$ cat config.mk
export PLATFORM = sky130hd
export DESIGN_NAME = contador_sequenciador_flat
export DESIGN_NICKNAME = d
export VERILOG_FILES = /design/src/rtl/contador_sequenciador_if.sv /design/src/rtl/contador_sequenciador.sv /design/src/flat_wrapper.sv
export SDC_FILE = /design/constraint.sdc
export NUM_CORES = 1
export LEC_CHECK = 0
export BUFFER_PORTS_ARGS = -buffer_cell sky130_fd_sc_hd__buf_2
export CAP_MARGIN = 20
export CORE_MARGIN = 5
export CORE_UTILIZATION = 55
export CTS_CLUSTER_DIAMETER = 30
export DETAILED_ROUTE_END_ITERATION = 10
export GPL_TIMING_DRIVEN = 0
export MAX_ROUTING_LAYER = met4
export PLACE_DENSITY_LB_ADDON = 0.2
export SYNTH_ARGS = -nofsm -noshare
export SYNTH_HDL_FRONTEND = slang
export SYNTH_SLANG_ARGS = --single-unit
$ cat constraint.sdc
create_clock -name clock -period 3 [get_ports clock]
set_input_delay 0.15 -clock clock [delete_from_list [all_inputs] [get_ports clock]]
set_output_delay 0.15 -clock clock [all_outputs]
set_load 0.005 [all_outputs]
$ cat src/rtl/contador_sequenciador_if.sv
// Control/readback bus between the sequencer FSM and an external loadable up/down counter.
// The sequencer drives the load/step controls; the counter returns its current value.
interface contador_sequenciador_if #(
  parameter int unsigned WIDTH = 4
);
  logic             cnt_load;
  logic [WIDTH-1:0] cnt_load_val;
  logic             cnt_en;
  logic             cnt_up;
  logic [WIDTH-1:0] cnt_value;

  modport master (
    output cnt_load,
    output cnt_load_val,
    output cnt_en,
    output cnt_up,
    input  cnt_value
  );

  modport slave (
    input  cnt_load,
    input  cnt_load_val,
    input  cnt_en,
    input  cnt_up,
    output cnt_value
  );
endinterface

$ cat src/rtl/contador_sequenciador.sv
// Sequencer FSM for an external up/down counter: loads it, sweeps it between limits with
// wrap or bounce at each limit, counts completed legs and pulses done/err.
module contador_sequenciador #(
  parameter int unsigned WIDTH = 4,
  parameter int unsigned LEG_W = 4
) (
  input  logic                   clock,
  input  logic                   reset,
  input  logic                   start,
  input  logic                   stop,
  input  logic                   hold,
  input  logic [1:0]             mode,
  input  logic [WIDTH-1:0]       lim_lo,
  input  logic [WIDTH-1:0]       lim_hi,
  input  logic [LEG_W-1:0]       n_legs,
  contador_sequenciador_if.master ctr,
  output logic                   busy,
  output logic                   done,
  output logic                   err,
  output logic [LEG_W-1:0]       leg_count
);

  typedef enum logic [2:0] {
    StIdle,
    StLoad,
    StRunUp,
    StRunDown,
    StDone
  } state_e;

  state_e             state_q, state_d;
  logic [1:0]         mode_q;
  logic [WIDTH-1:0]   lo_q, hi_q;
  logic [LEG_W-1:0]   nl_q;
  logic [LEG_W-1:0]   leg_q, leg_d, leg_next;
  logic               busy_q, done_q, err_q, err_d;
  logic               cfg_load;
  logic               last_leg, bounce, down_wrap;
  logic               load, en, up;
  logic [WIDTH-1:0]   load_val;

  assign leg_next  = leg_q + 1'b1;
  assign last_leg  = (nl_q != '0) && (leg_next == nl_q);
  assign bounce    = mode_q[1];
  assign down_wrap = (mode_q == 2'b01);

  always_comb begin
    state_d  = state_q;
    leg_d    = leg_q;
    cfg_load = 1'b0;
    err_d    = 1'b0;
    load     = 1'b0;
    load_val = '0;
    en       = 1'b0;
    up       = 1'b1;
    case (state_q)
      StIdle: begin
        if (start && !stop) begin
          if (lim_lo >= lim_hi) begin
            err_d = 1'b1;
          end else begin
            cfg_load = 1'b1;
            leg_d    = '0;
            state_d  = StLoad;
          end
        end
      end
      StLoad: begin
        load_val = down_wrap ? hi_q : lo_q;
        if (stop) begin
          state_d = StIdle;
        end else if (!hold) begin
          load    = 1'b1;
          state_d = down_wrap ? StRunDown : StRunUp;
        end
      end
      StRunUp: begin
        load_val = lo_q;
        if (stop) begin
          state_d = StIdle;
        end else if (!hold) begin
          if (ctr.cnt_value == hi_q) begin
            leg_d = leg_next;
            if (last_leg) begin
              state_d = StDone;
            end else if (bounce) begin
              // Reverse immediately so the limit value is shown for only one cycle.
              en      = 1'b1;
              up      = 1'b0;
              state_d = StRunDown;
            end else begin
              load = 1'b1;
            end
          end else begin
            en = 1'b1;
          end
        end
      end
      StRunDown: begin
        up       = 1'b0;
        load_val = hi_q;
        if (stop) begin
          state_d = StIdle;
        end else if (!hold) begin
          if (ctr.cnt_value == lo_q) begin
            leg_d = leg_next;
            if (last_leg) begin
              state_d = StDone;
            end else if (bounce) begin
              en      = 1'b1;
              up      = 1'b1;
              state_d = StRunUp;
            end else begin
              load = 1'b1;
            end
          end else begin
            en = 1'b1;
          end
        end
      end
      StDone: begin
        state_d = StIdle;
      end
      default: begin
        state_d = StIdle;
      end
    endcase
  end

  always_ff @(posedge clock or negedge reset) begin
    if (!reset) begin
      state_q <= StIdle;
      mode_q  <= '0;
      lo_q    <= '0;
      hi_q    <= '0;
      nl_q    <= '0;
      leg_q   <= '0;
      busy_q  <= 1'b0;
      done_q  <= 1'b0;
      err_q   <= 1'b0;
    end else begin
      state_q <= state_d;
      leg_q   <= leg_d;
      err_q   <= err_d;
      busy_q  <= (state_d == StLoad) || (state_d == StRunUp) || (state_d == StRunDown);
      done_q  <= (state_d == StDone);
      if (cfg_load) begin
        mode_q <= mode;
        lo_q   <= lim_lo;
        hi_q   <= lim_hi;
        nl_q   <= n_legs;
      end
    end
  end

  assign ctr.cnt_load     = load;
  assign ctr.cnt_load_val = load_val;
  assign ctr.cnt_en       = en;
  assign ctr.cnt_up       = up;
  assign busy             = busy_q;
  assign done             = done_q;
  assign err              = err_q;
  assign leg_count        = leg_q;

endmodule

$ cat src/flat_wrapper.sv
// flat-port wrapper written by rule: the top's interface ports become plain ports
module contador_sequenciador_flat 
#(
  parameter int unsigned WIDTH = 4,
  parameter int unsigned LEG_W = 4
)
  (clock, reset, start, stop, hold, mode, lim_lo, lim_hi, n_legs, busy, done, err, leg_count, ctr_cnt_load, ctr_cnt_load_val, ctr_cnt_en, ctr_cnt_up, ctr_cnt_value);
  contador_sequenciador_if #(.WIDTH(WIDTH)) ctr_i ();
  input  logic clock;
  input  logic reset;
  input  logic start;
  input  logic stop;
  input  logic hold;
  input  logic [1:0] mode;
  input  logic [WIDTH-1:0] lim_lo;
  input  logic [WIDTH-1:0] lim_hi;
  input  logic [LEG_W-1:0] n_legs;
  output logic busy;
  output logic done;
  output logic err;
  output logic [LEG_W-1:0] leg_count;
  output wire logic [$bits(ctr_i.cnt_load)-1:0] ctr_cnt_load;
  output wire logic [$bits(ctr_i.cnt_load_val)-1:0] ctr_cnt_load_val;
  output wire logic [$bits(ctr_i.cnt_en)-1:0] ctr_cnt_en;
  output wire logic [$bits(ctr_i.cnt_up)-1:0] ctr_cnt_up;
  input wire logic [$bits(ctr_i.cnt_value)-1:0] ctr_cnt_value;
  assign ctr_cnt_load = ctr_i.cnt_load;
  assign ctr_cnt_load_val = ctr_i.cnt_load_val;
  assign ctr_cnt_en = ctr_i.cnt_en;
  assign ctr_cnt_up = ctr_i.cnt_up;
  assign ctr_i.cnt_value = ctr_cnt_value;
  contador_sequenciador #(.WIDTH(WIDTH), .LEG_W(LEG_W)) u_core (.clock(clock), .reset(reset), .start(start), .stop(stop), .hold(hold), .mode(mode), .lim_lo(lim_lo), .lim_hi(lim_hi), .n_legs(n_legs), .ctr(ctr_i), .busy(busy), .done(done), .err(err), .leg_count(leg_count));
endmodule
==> results by group, run 1 <==
Yosys
  – Async set-reset flop share out of synthesis: between 90% and 100%
  – Synth Instances: 160
  – EDFF count, synth: 0
  – Sequential fraction of the synthesis area: between 30% and 40%
  – Synth cell types: 37
  – Mapped Area: 1540 sq um
  – Top FF cell, synth: dfrtp_1
  – Syn Nets: 188
  – #FFs+latches synth: 24
  – YS warnings: 0
  – Syn Area/Cell: between 9 and 10 sq um

Placement
  – PortBufs: 35
  – Worst slack, placed: 0.892 ns
  – Placed instance count: 226
  – Post-DP HPWL: roughly 2.9 mm
  – Area after DPL: approximately 1800 sq um
  – GPL Wtd Cong: 0.778

Clock network
  – CTS resizes: 0
  – Clock buffer depth: 2
  – Clk pin slew, worst setup/hold paths: 0.14 ns
  – CTS tree: done
  – Clock sinks: 24
  – H-tree depth: 1
  – Clk_lat worst skew: between 0.3 and 0.4 ns
  – CTS Buf Count: 3
  – Root Buffer: clkbuf_4

STA
  – Final Cycle Share: 83.1%
  – Worst-margin pin slew: 0.629 ns
  – Final Skew: between 0.004 and 0.005 ns
  – Endpoints failing setup: 0
  – Fmax: about 400 MHz
  – Worst slew margin: between 50 and 60%
  – Minimum clock period: about 2.5 ns
  – Fin Setup TNS: 0 ns
  – Hold Slack: roughly 0.043 ns
  – Final Hold Viols: 0
  – Setup ws final: about 0.51 ns
  – RSZ-0062 raised after global routing: false
  – Slew Limit Fails: 0

Global route
  – First-pass GRT wire length: 6.40 mm
  – Initial antenna violation count: 0
  – Tot GR Track Use: between 20% and 30%
  – Largest net degree at the start of global routing: 25
  – Via count of the first global-routing pass: about 1,400
  – Grt ovf: 0

Worst setup path
  – Worst R2R Path Depth: 6
  – Crit path kind: flop to output port
  – Levels on crit path: 6
  – Crit start category: flop
  – Crit path max fanout: 6
  – Slowest stage delay, CP: 0.51 ns
  – CP cell instances: ha_1 -> xor2_1 -> or4_4 -> a31o_1 -> o311ai_1 -> buf_2
  – CP bufs+invs: 1
  – Critical Path Sink Type: output port
  – Slowest-stage cell, CP: or4_4
  – WP data arrival: ~2.3 ns
  – Reg2Reg Setup Slack: 0.96 ns
  – WP data required: ~2.9 ns
  – Family with the most delay on the worst path: simple AND/OR/NAND/NOR gates

Detailed routing
  – Vias: ~1,300
  – Iter 0 DRT Violations: 66
  – DR vias/cell: approximately 5.7
  – Drt pass-1 iters: 4
  – Final WL: around 3.7 mm
  – DR WL/cell: about 16 um
  – DRC: 0
  – ANT nets after route: 0

Cells and area
  – Commonest cells after routing, fill and taps aside: buf_2, dfrtp_1, nand2_1
  – Antenna diode count: 0
  – Non-filler cells, final: ~230
  – Share of layout cells above drive strength 1: between 20% and 30%
  – Design Area, Final: about 1800 sq um
  – Fin nets: between 200 and 250
  – Synthesis-to-finish area growth: 18.0%
  – Commonest non-fill, non-tap cell in the layout: buf_2

Status
  – Status: finished clean

Worst hold path
  – Hold path cells: 2
  – Worst hold path class: primary input to flop

Power and ir drop
  – PD cells: approximately 530 nW/um^2
  – Max VDD drop: between 0.3 and 0.4 mV
  – Leakage power total: ~0.84 nW

Die
  – # rows: 19
  – I/O pins: 37
  – Initial Utilization: between 50% and 60%
  – Die Wd: 62.9 um
  – Core area: around 2700 sq um
  – DIE AREA: between 3000 and 4000 sq um
  – Die extent in y: between 60 and 70 um

Job
  – Number of max-cap violations: 0
routing by layer:
layer	vias up	track usage (%)	share of wire [%]
met3	7	4.32	5.6
met1	614	24.0	40
met4	0	8.49	1.7
met2	45	33.8	52
met5	-	-	0
li1	646	-	-
registers in the layout, indices dropped and copies added (netlist names):
signal and count:
u_core.hi_q 4, u_core.nl_q 4, u_core.lo_q 4, u_core.busy 1, u_core.state_q 3, u_core.done 1
u_core.mode_q 2, u_core.err 1, u_core.leg_count 4
power breakdown:
group	internal, mW	total [mW]	switching (mW)
Combinational	0.143	0.275	0.132
Sequential	0.379	0.442	0.0625
Clock	0.135	0.238	0.103
stage by stage:
stage | utilization (%) | total power [mW]
after floorplan | - | 0.633
after global placement | 64.7 | 0.696
after detailed placement | 64.7 | 0.720
after CTS | 67.0 | 0.957
after global routing | 67.0 | 1.02
final | 67.0 | 0.954
final cells by class:
type | count | area, sq um
fillers | 229 | 893
multi-input cells | 125 | 891
flip-flops and latches | 24 | 601
repair buffers | 36 | 185
well taps | 31 | 38.8
clock inverters | 1 | 30.0
plain buffers | 6 | 30.0
clock buffers | 3 | 22.5
inverters | 5 | 18.8
Yosys cell counts, types with 2 or more instances:
| cell type | instances | area share (%) |
|---|---|---|
| nand2b_1 | 9 | 3.7 |
| inv_1 | 5 | 1.2 |
| nand4_1 | 2 | 0.81 |
| a22oi_1 | 4 | 1.9 |
| nor2b_1 | 3 | 1.2 |
| o21a_1 | 3 | 1.5 |
| clkbuf_1 | 4 | 0.97 |
| mux2_2 | 14 | 10 |
| mux2i_1 | 3 | 1.9 |
| a21oi_1 | 8 | 2.6 |
| nor2_1 | 9 | 2.2 |
| o21ai_0 | 13 | 4.2 |
| nand2_1 | 16 | 3.9 |
| ha_1 | 5 | 4.1 |
| a31oi_1 | 2 | 0.81 |
| dfrtp_1 | 24 | 39 |
| nor3_1 | 4 | 1.3 |
| o31ai_1 | 3 | 1.5 |
| xnor2_1 | 11 | 6.3 |
worst paths after layout:
check,endpoint,startpoint
worst max-delay path,ctr_cnt_up,u_core.leg_count[0]$_DFFE_PN0P_
worst min-delay path,u_core.nl_q[0]$_DFFE_PN0P_,n_legs[0]
worst max register to register,u_core.busy$_DFF_PN0_,u_core.leg_count[0]$_DFFE_PN0P_
worst min register to register,u_core.mode_q[0]$_DFFE_PN0P_,u_core.mode_q[0]$_DFFE_PN0P_
max in group asynchronous,u_core.lo_q[3]$_DFFE_PN0P_,reset
min in group asynchronous,u_core.done$_DFF_PN0_,reset
repair_timing:
item                      in CTS  in global routing
hold endpoints to repair      24                  0
hold buffers                   1                  0
buffers inserted               0                  0
cell families (layout without fill, tap and decap cells):
logic type,after synthesis,count (layout),synth area share (%)
adder cells (fa/ha/maj),5,5,4.06
AO/OA/AOI/OAI,39,39,15.8
XOR/XNOR,13,13,7.88
multiplexers,17,17,12.2
buffers and inverters,11,51,3.17
flip-flops,24,24,39.0
AND/OR/NAND/NOR,51,51,17.9
Power figures use the tool's default switching activity.
==> run 2: changes to the inputs <==
--- a/config.mk
+++ b/config.mk
@@ -8,7 +8,7 @@
 export BUFFER_PORTS_ARGS = -buffer_cell sky130_fd_sc_hd__buf_2
 export CAP_MARGIN = 20
 export CORE_MARGIN = 5
-export CORE_UTILIZATION = 55
+export CORE_UTILIZATION = 48
 export CTS_CLUSTER_DIAMETER = 30
 export DETAILED_ROUTE_END_ITERATION = 10
 export GPL_TIMING_DRIVEN = 0
==> constraint.sdc (replaced) <==
create_clock -name clock -period 2.1 [get_ports clock]
set_input_delay 0.105 -clock clock [delete_from_list [all_inputs] [get_ports clock]]
set_output_delay 0.105 -clock clock [all_outputs]
set_load 0.005 [all_outputs]
==> results by group, run 2 (synthesized netlist as in run 1, its figures left out) <==
Status
  – Status: complete, but fails checks
  – Failing checks: setup timing

Die
  – Die Wd: between 60 and 70 um
  – Core area: a little over 3000 sq um
  – Die extent in y: ~67 um
  – Initial Utilization: roughly half
  – # rows: 20
  – I/O pins: 37
  – DIE AREA: between 4000 and 5000 sq um

Clock network
  – Clk pin slew, worst setup/hold paths: between 0.1 and 0.15 ns
  – CTS Buf Count: 3
  – H-tree depth: 1
  – Clock sinks: 24
  – CTS tree: done
  – Clk_lat worst skew: around 0.33 ns
  – Root Buffer: clkbuf_4
  – Clock buffer depth: 2

STA
  – Worst-margin pin slew: approximately 0.64 ns
  – Fmax: approximately 420 MHz
  – Minimum clock period: 2.38 ns
  – RSZ-0062 raised after global routing: true
  – Final Hold Viols: 0
  – Endpoints failing setup: 3
  – Setup ws final: -0.284 ns
  – Final Skew: between 0.003 and 0.004 ns
  – Fin Setup TNS: -0.664 ns
  – Final Cycle Share: 114%
  – Worst slew margin: 57.0%
  – Slew Limit Fails: 0

Global route
  – First-pass GRT wire length: between 6 and 7 mm
  – Grt ovf: 0
  – Largest net degree at the start of global routing: 25
  – Tot GR Track Use: 19.5%
  – Via count of the first global-routing pass: 1,440
  – Initial antenna violation count: 0

Detailed routing
  – Iter 0 DRT Violations: 95
  – DRC: 0
  – ANT nets after route: 0
  – Drt pass-1 iters: 4
  – DR vias/cell: 5.45
  – DR WL/cell: roughly 15 um
  – Vias: between 1,000 and 1,500
  – Final WL: between 3 and 4 mm

Power and ir drop
  – Comb pwr share: between 30% and 40%
  – Clock network power share: 24.1%
  – Sw Pwr: 0.456 mW
  – PD cells: between 600 and 700 nW/um^2
  – Total power draw: ~1.4 mW
  – Sequential power share: 44.7%
  – Net Sw Frac: around a third
  – Max VDD drop: 0.515 mV
  – Leakage power total: about 0.94 nW
  – Internal Power: between 0.9 and 1 mW

Worst setup path
  – Crit path max fanout: 3
  – Crit start category: flop
  – Slowest-stage cell, CP: or4_4
  – Family with the most delay on the worst path: simple AND/OR/NAND/NOR gates
  – CP bufs+invs: 2
  – Critical Path Sink Type: output port
  – Crit path kind: flop to output port
  – Slowest stage delay, CP: approximately 0.57 ns
  – WP data arrival: 2.28 ns
  – CP cell instances: ha_4 -> xor2_1 -> or4_4 -> buf_4 -> nand2_4 -> o311ai_2 -> buf_2
  – WP data required: 2.00 ns

Cells and area
  – Commonest non-fill, non-tap cell in the layout: buf_2
  – Antenna diode count: 0
  – Fin nets: roughly 250
  – Share of layout cells above drive strength 1: 40.6%
  – Synthesis-to-finish area growth: 35.2%
  – Commonest cells after routing, fill and taps aside: buf_2, dfrtp_1, nand2_1

Placement
  – Post-DP HPWL: around 2.8 mm
  – PortBufs: 35
  – GPL Wtd Cong: 0.825

Worst hold path
  – Worst hold path class: primary input to flop

Job
  – Number of max-cap violations: 0
run 2: cell types whose count changed in the layout (fill, tap and decap cells not counted), moves of 2 or more:
| cell | before | now |
|---|---|---|
| buf_4 | 0 | 13 |
| dfrtp_1 | 24 | 21 |
| dfrtp_2 | 0 | 3 |
| dlygate4sd3_1 | 1 | 5 |
| mux2i_1 | 3 | 1 |
| mux2i_2 | 0 | 2 |
| xnor2_1 | 11 | 9 |
run 2: path summary, 6_finish.rpt:
| check | from | to | slack [ns] | cells past startpoint |
|---|---|---|---|---|
| min in group asynchronous | reset | u_core.busy$_DFF_PN0_ | 0.28 | 2 |
| worst min-delay path | mode[0] | u_core.mode_q[0]$_DFFE_PN0P_ | 0.009 | 2 |
| worst max register to register | u_core.leg_count[0]$_DFFE_PN0P_ | u_core.busy$_DFF_PN0_ | 0.06 | 8 |
| worst min register to register | u_core.mode_q[0]$_DFFE_PN0P_ | u_core.mode_q[0]$_DFFE_PN0P_ | 0.56 | 1 |
| max in group asynchronous | reset | u_core.mode_q[1]$_DFFE_PN0P_ | 1.43 | 2 |
| worst max-delay path | u_core.leg_count[0]$_DFFE_PN0P_ | ctr_cnt_up | -0.28 | 7 |
run 2: through the flow:
stage / hold slack, ns / std cells / util [%] / setup WS (ns) / cell area, sq um
2_1_floorplan: -0.191 / 160 / - / 0.268 / 1540
3_3_place_gp: 0.115 / 239 / 57.5 / 0.0706 / 1770
3_5_place_dp: 0.125 / 239 / 57.5 / 0.0134 / 1770
4_1_cts: 0.00319 / 256 / 63.8 / -0.277 / 1960
5_1_grt: 0.000376 / 261 / 67.6 / -0.351 / 2080
6_report: 0.00867 / 261 / 67.6 / -0.284 / 2080
run 2: cell type report:
cell class                 count  area [sq um]
fill                         244           996
multi-input combinational    125           990
sequential                    24           604
timing repair buffer          54           334
tap                           44          55.1
clock inverter                 1          30.0
buffer                         5          27.5
clock buffer                   3          22.5
inverter                       5          18.8
run 2: power groups by stage:
stage                     registers [mW]  clock network, mW  logic (mW)
after global placement             0.632                  0       0.365
after detailed placement           0.640                  0       0.380
after global routing               0.657              0.372       0.493
final                              0.643              0.346       0.448
after floorplan                    0.615                  0       0.290
after CTS                          0.632              0.353       0.402
run 2: repair_timing:
item	4_1_cts	5_1_grt
endpoints found under the hold margin	27	1
gates resized for setup	5	15
setup buffers	10	4
setup endpoints to repair	3	9
hold buffers	4	1
pin swaps	6	4
run 2: routing by layer:
layer / GRT usage [%] / up-vias / share of wire (%)
li1: - / 682 / -
met1: 23.0 / 688 / 40
met2: 33.9 / 45 / 52
met3: 3.04 / 7 / 6.9
met4: 6.60 / 0 / 1.4
met5: - / - / 0
==> run 3: changes to the inputs <==
--- a/config.mk
+++ b/config.mk
@@ -8,7 +8,7 @@
 export BUFFER_PORTS_ARGS = -buffer_cell sky130_fd_sc_hd__buf_2
 export CAP_MARGIN = 20
 export CORE_MARGIN = 5
-export CORE_UTILIZATION = 48
+export CORE_UTILIZATION = 53
 export CTS_CLUSTER_DIAMETER = 30
 export DETAILED_ROUTE_END_ITERATION = 10
 export GPL_TIMING_DRIVEN = 0
==> constraint.sdc (replaced) <==
create_clock -name clock -period 2.6 [get_ports clock]
set_input_delay 0.13 -clock clock [delete_from_list [all_inputs] [get_ports clock]]
set_output_delay 0.13 -clock clock [all_outputs]
set_load 0.005 [all_outputs]
==> results by group, run 3 (synthesized netlist as in run 1, its figures left out) <==
Worst setup path
  – Critical Path Sink Type: output port
  – Crit path kind: flop to output port
  – Crit start category: flop
  – CP cell instances: ha_1 -> xor2_1 -> or4_4 -> a31o_1 -> o311ai_1 -> buf_2
  – WP data required: between 2 and 2.5 ns
  – Family with the most delay on the worst path: simple AND/OR/NAND/NOR gates
  – Slowest stage delay, CP: around 0.52 ns
  – Slowest-stage cell, CP: or4_4
  – Crit path max fanout: 6
  – WP data arrival: approximately 2.3 ns
  – Reg2Reg Setup Slack: around 0.57 ns
  – Setup crit start: u_core.leg_count[0]$_DFFE_PN0P_
  – Worst r2r src: u_core.leg_count[0]$_DFFE_PN0P_
  – CP bufs+invs: 1

STA
  – Worst-margin pin slew: ~0.62 ns
  – Final Cycle Share: between 90% and 100%
  – RSZ-0062 raised after global routing: false
  – Minimum clock period: between 2 and 2.5 ns
  – Setup ws final: between 0.1 and 0.15 ns
  – Slew Limit Fails: 0
  – Fmax: about 400 MHz
  – Hold Slack: 0.0329 ns
  – Fin Setup TNS: 0 ns
  – Worst slew margin: 58.1%
  – Endpoints failing setup: 0
  – Final Skew: 0.00668 ns
  – Final Hold Viols: 0

Global route
  – Initial antenna violation count: 0
  – Grt ovf: 0
  – Via count of the first global-routing pass: 1,417
  – Largest net degree at the start of global routing: 25
  – Tot GR Track Use: roughly 20%
  – First-pass GRT wire length: around 6.6 mm

Status
  – Status: finished clean

Cells and area
  – Design Area, Final: about 1800 sq um
  – # fillers: ~250
  – Commonest non-fill, non-tap cell in the layout: buf_2
  – Share of layout cells above drive strength 1: between 30% and 40%
  – Non-filler cells, final: between 200 and 250
  – Final core utilization: about 65%
  – Commonest cells after routing, fill and taps aside: buf_2, dfrtp_1, nand2_1
  – Synthesis-to-finish area growth: 17.1%
  – Fin nets: 229
  – Antenna diode count: 0

Power and ir drop
  – Max VDD drop: slightly above 0.4 mV
  – PD cells: 564 nW/um^2
  – Total power draw: 1.02 mW
  – Leakage power total: around 0.83 nW

Die
  – Die Wd: approximately 64 um
  – DIE AREA: 4080 sq um
  – I/O pins: 37
  – Die extent in y: roughly 64 um
  – Core area: 2780 sq um
  – # rows: 19
  – Initial Utilization: a little under three fifths

Clock network
  – CTS Buf Count: 3
  – CTS tree: done
  – Postcts setup bufs: 0
  – Clock sinks: 24
  – Clk_lat worst skew: a little over 0.3 ns
  – H-tree depth: 1
  – Clk pin slew, worst setup/hold paths: about 0.13 ns
  – Clock buffer depth: 2
  – Root Buffer: clkbuf_4

Detailed routing
  – Iter 0 DRT Violations: 68
  – Metal2 WL: 1.90 mm
  – ANT nets after route: 0
  – Drt pass-1 iters: 4
  – DR vias/cell: between 5 and 6
  – Vias: between 1,000 and 1,500
  – DR WL/cell: 15.5 um
  – Met3 wire len: between 150 and 200 um
  – Wl on met1: between 1 and 1.5 mm
  – Top routing layer in use: met4
  – DRC: 0
  – Final WL: between 3 and 4 mm

Job
  – Number of max-cap violations: 0

Placement
  – Placed instance count: approximately 230
  – PortBufs: 35
  – GPL Wtd Cong: 0.853
  – Worst slack, placed: 0.480 ns
  – Post-DP HPWL: 2.80 mm
  – Area after DPL: roughly 1800 sq um

Worst hold path
  – Worst hold path class: primary input to flop
  – Hold Startpoint: n_legs[1]
run 3: cell types whose count changed in the layout (fill, tap and decap cells not counted), moves of 2 or more:
cell and delta:
buf_4 -13, dlygate4sd3_1 -4, mux2i_1 +2, xnor2_1 +2, mux2i_2 -2
run 3: final cells by class:
cell class              count  area (sq um)  area share [%]
plain buffers               6          30.0            1.67
clock buffers               4          36.3            2.01
inverters                   5          18.8            1.04
multi-input cells         125           891            49.4
flip-flops and latches     24           603            33.4
well taps                  31          38.8            2.15
repair buffers             36           185            10.3
run 3: final timing paths:
| path | end | cells after the start |
|---|---|---|
| worst min register to register | u_core.mode_q[0]$_DFFE_PN0P_ | 1 |
| worst max register to register | u_core.busy$_DFF_PN0_ | 5 |
| worst max-delay path | ctr_cnt_up | 6 |
| max in group asynchronous | u_core.leg_count[2]$_DFFE_PN0P_ | 2 |
| min in group asynchronous | u_core.err$_DFF_PN0_ | 2 |
| worst min-delay path | u_core.nl_q[1]$_DFFE_PN0P_ | 2 |
run 3: what timing repair did:
item,in CTS,in global routing
gates resized for setup,0,2
setup endpoints to repair,0,1
hold buffers,1,0
endpoints found under the hold margin,24,0
run 3: power by group:
part / switching [mW] / internal, mW / leakage (nW)
Combinational: 0.145 / 0.164 / 0.504
Clock: 0.110 / 0.0855 / 0.0210
Sequential: 0.0743 / 0.437 / 0.304
run 3: layer usage:
metal | vias to the layer above | track usage (%)
met1 | 647 | 24.5
met4 | 0 | 6.23
met2 | 42 | 35.7
li1 | 647 | -
met5 | - | -
met3 | 8 | 2.45
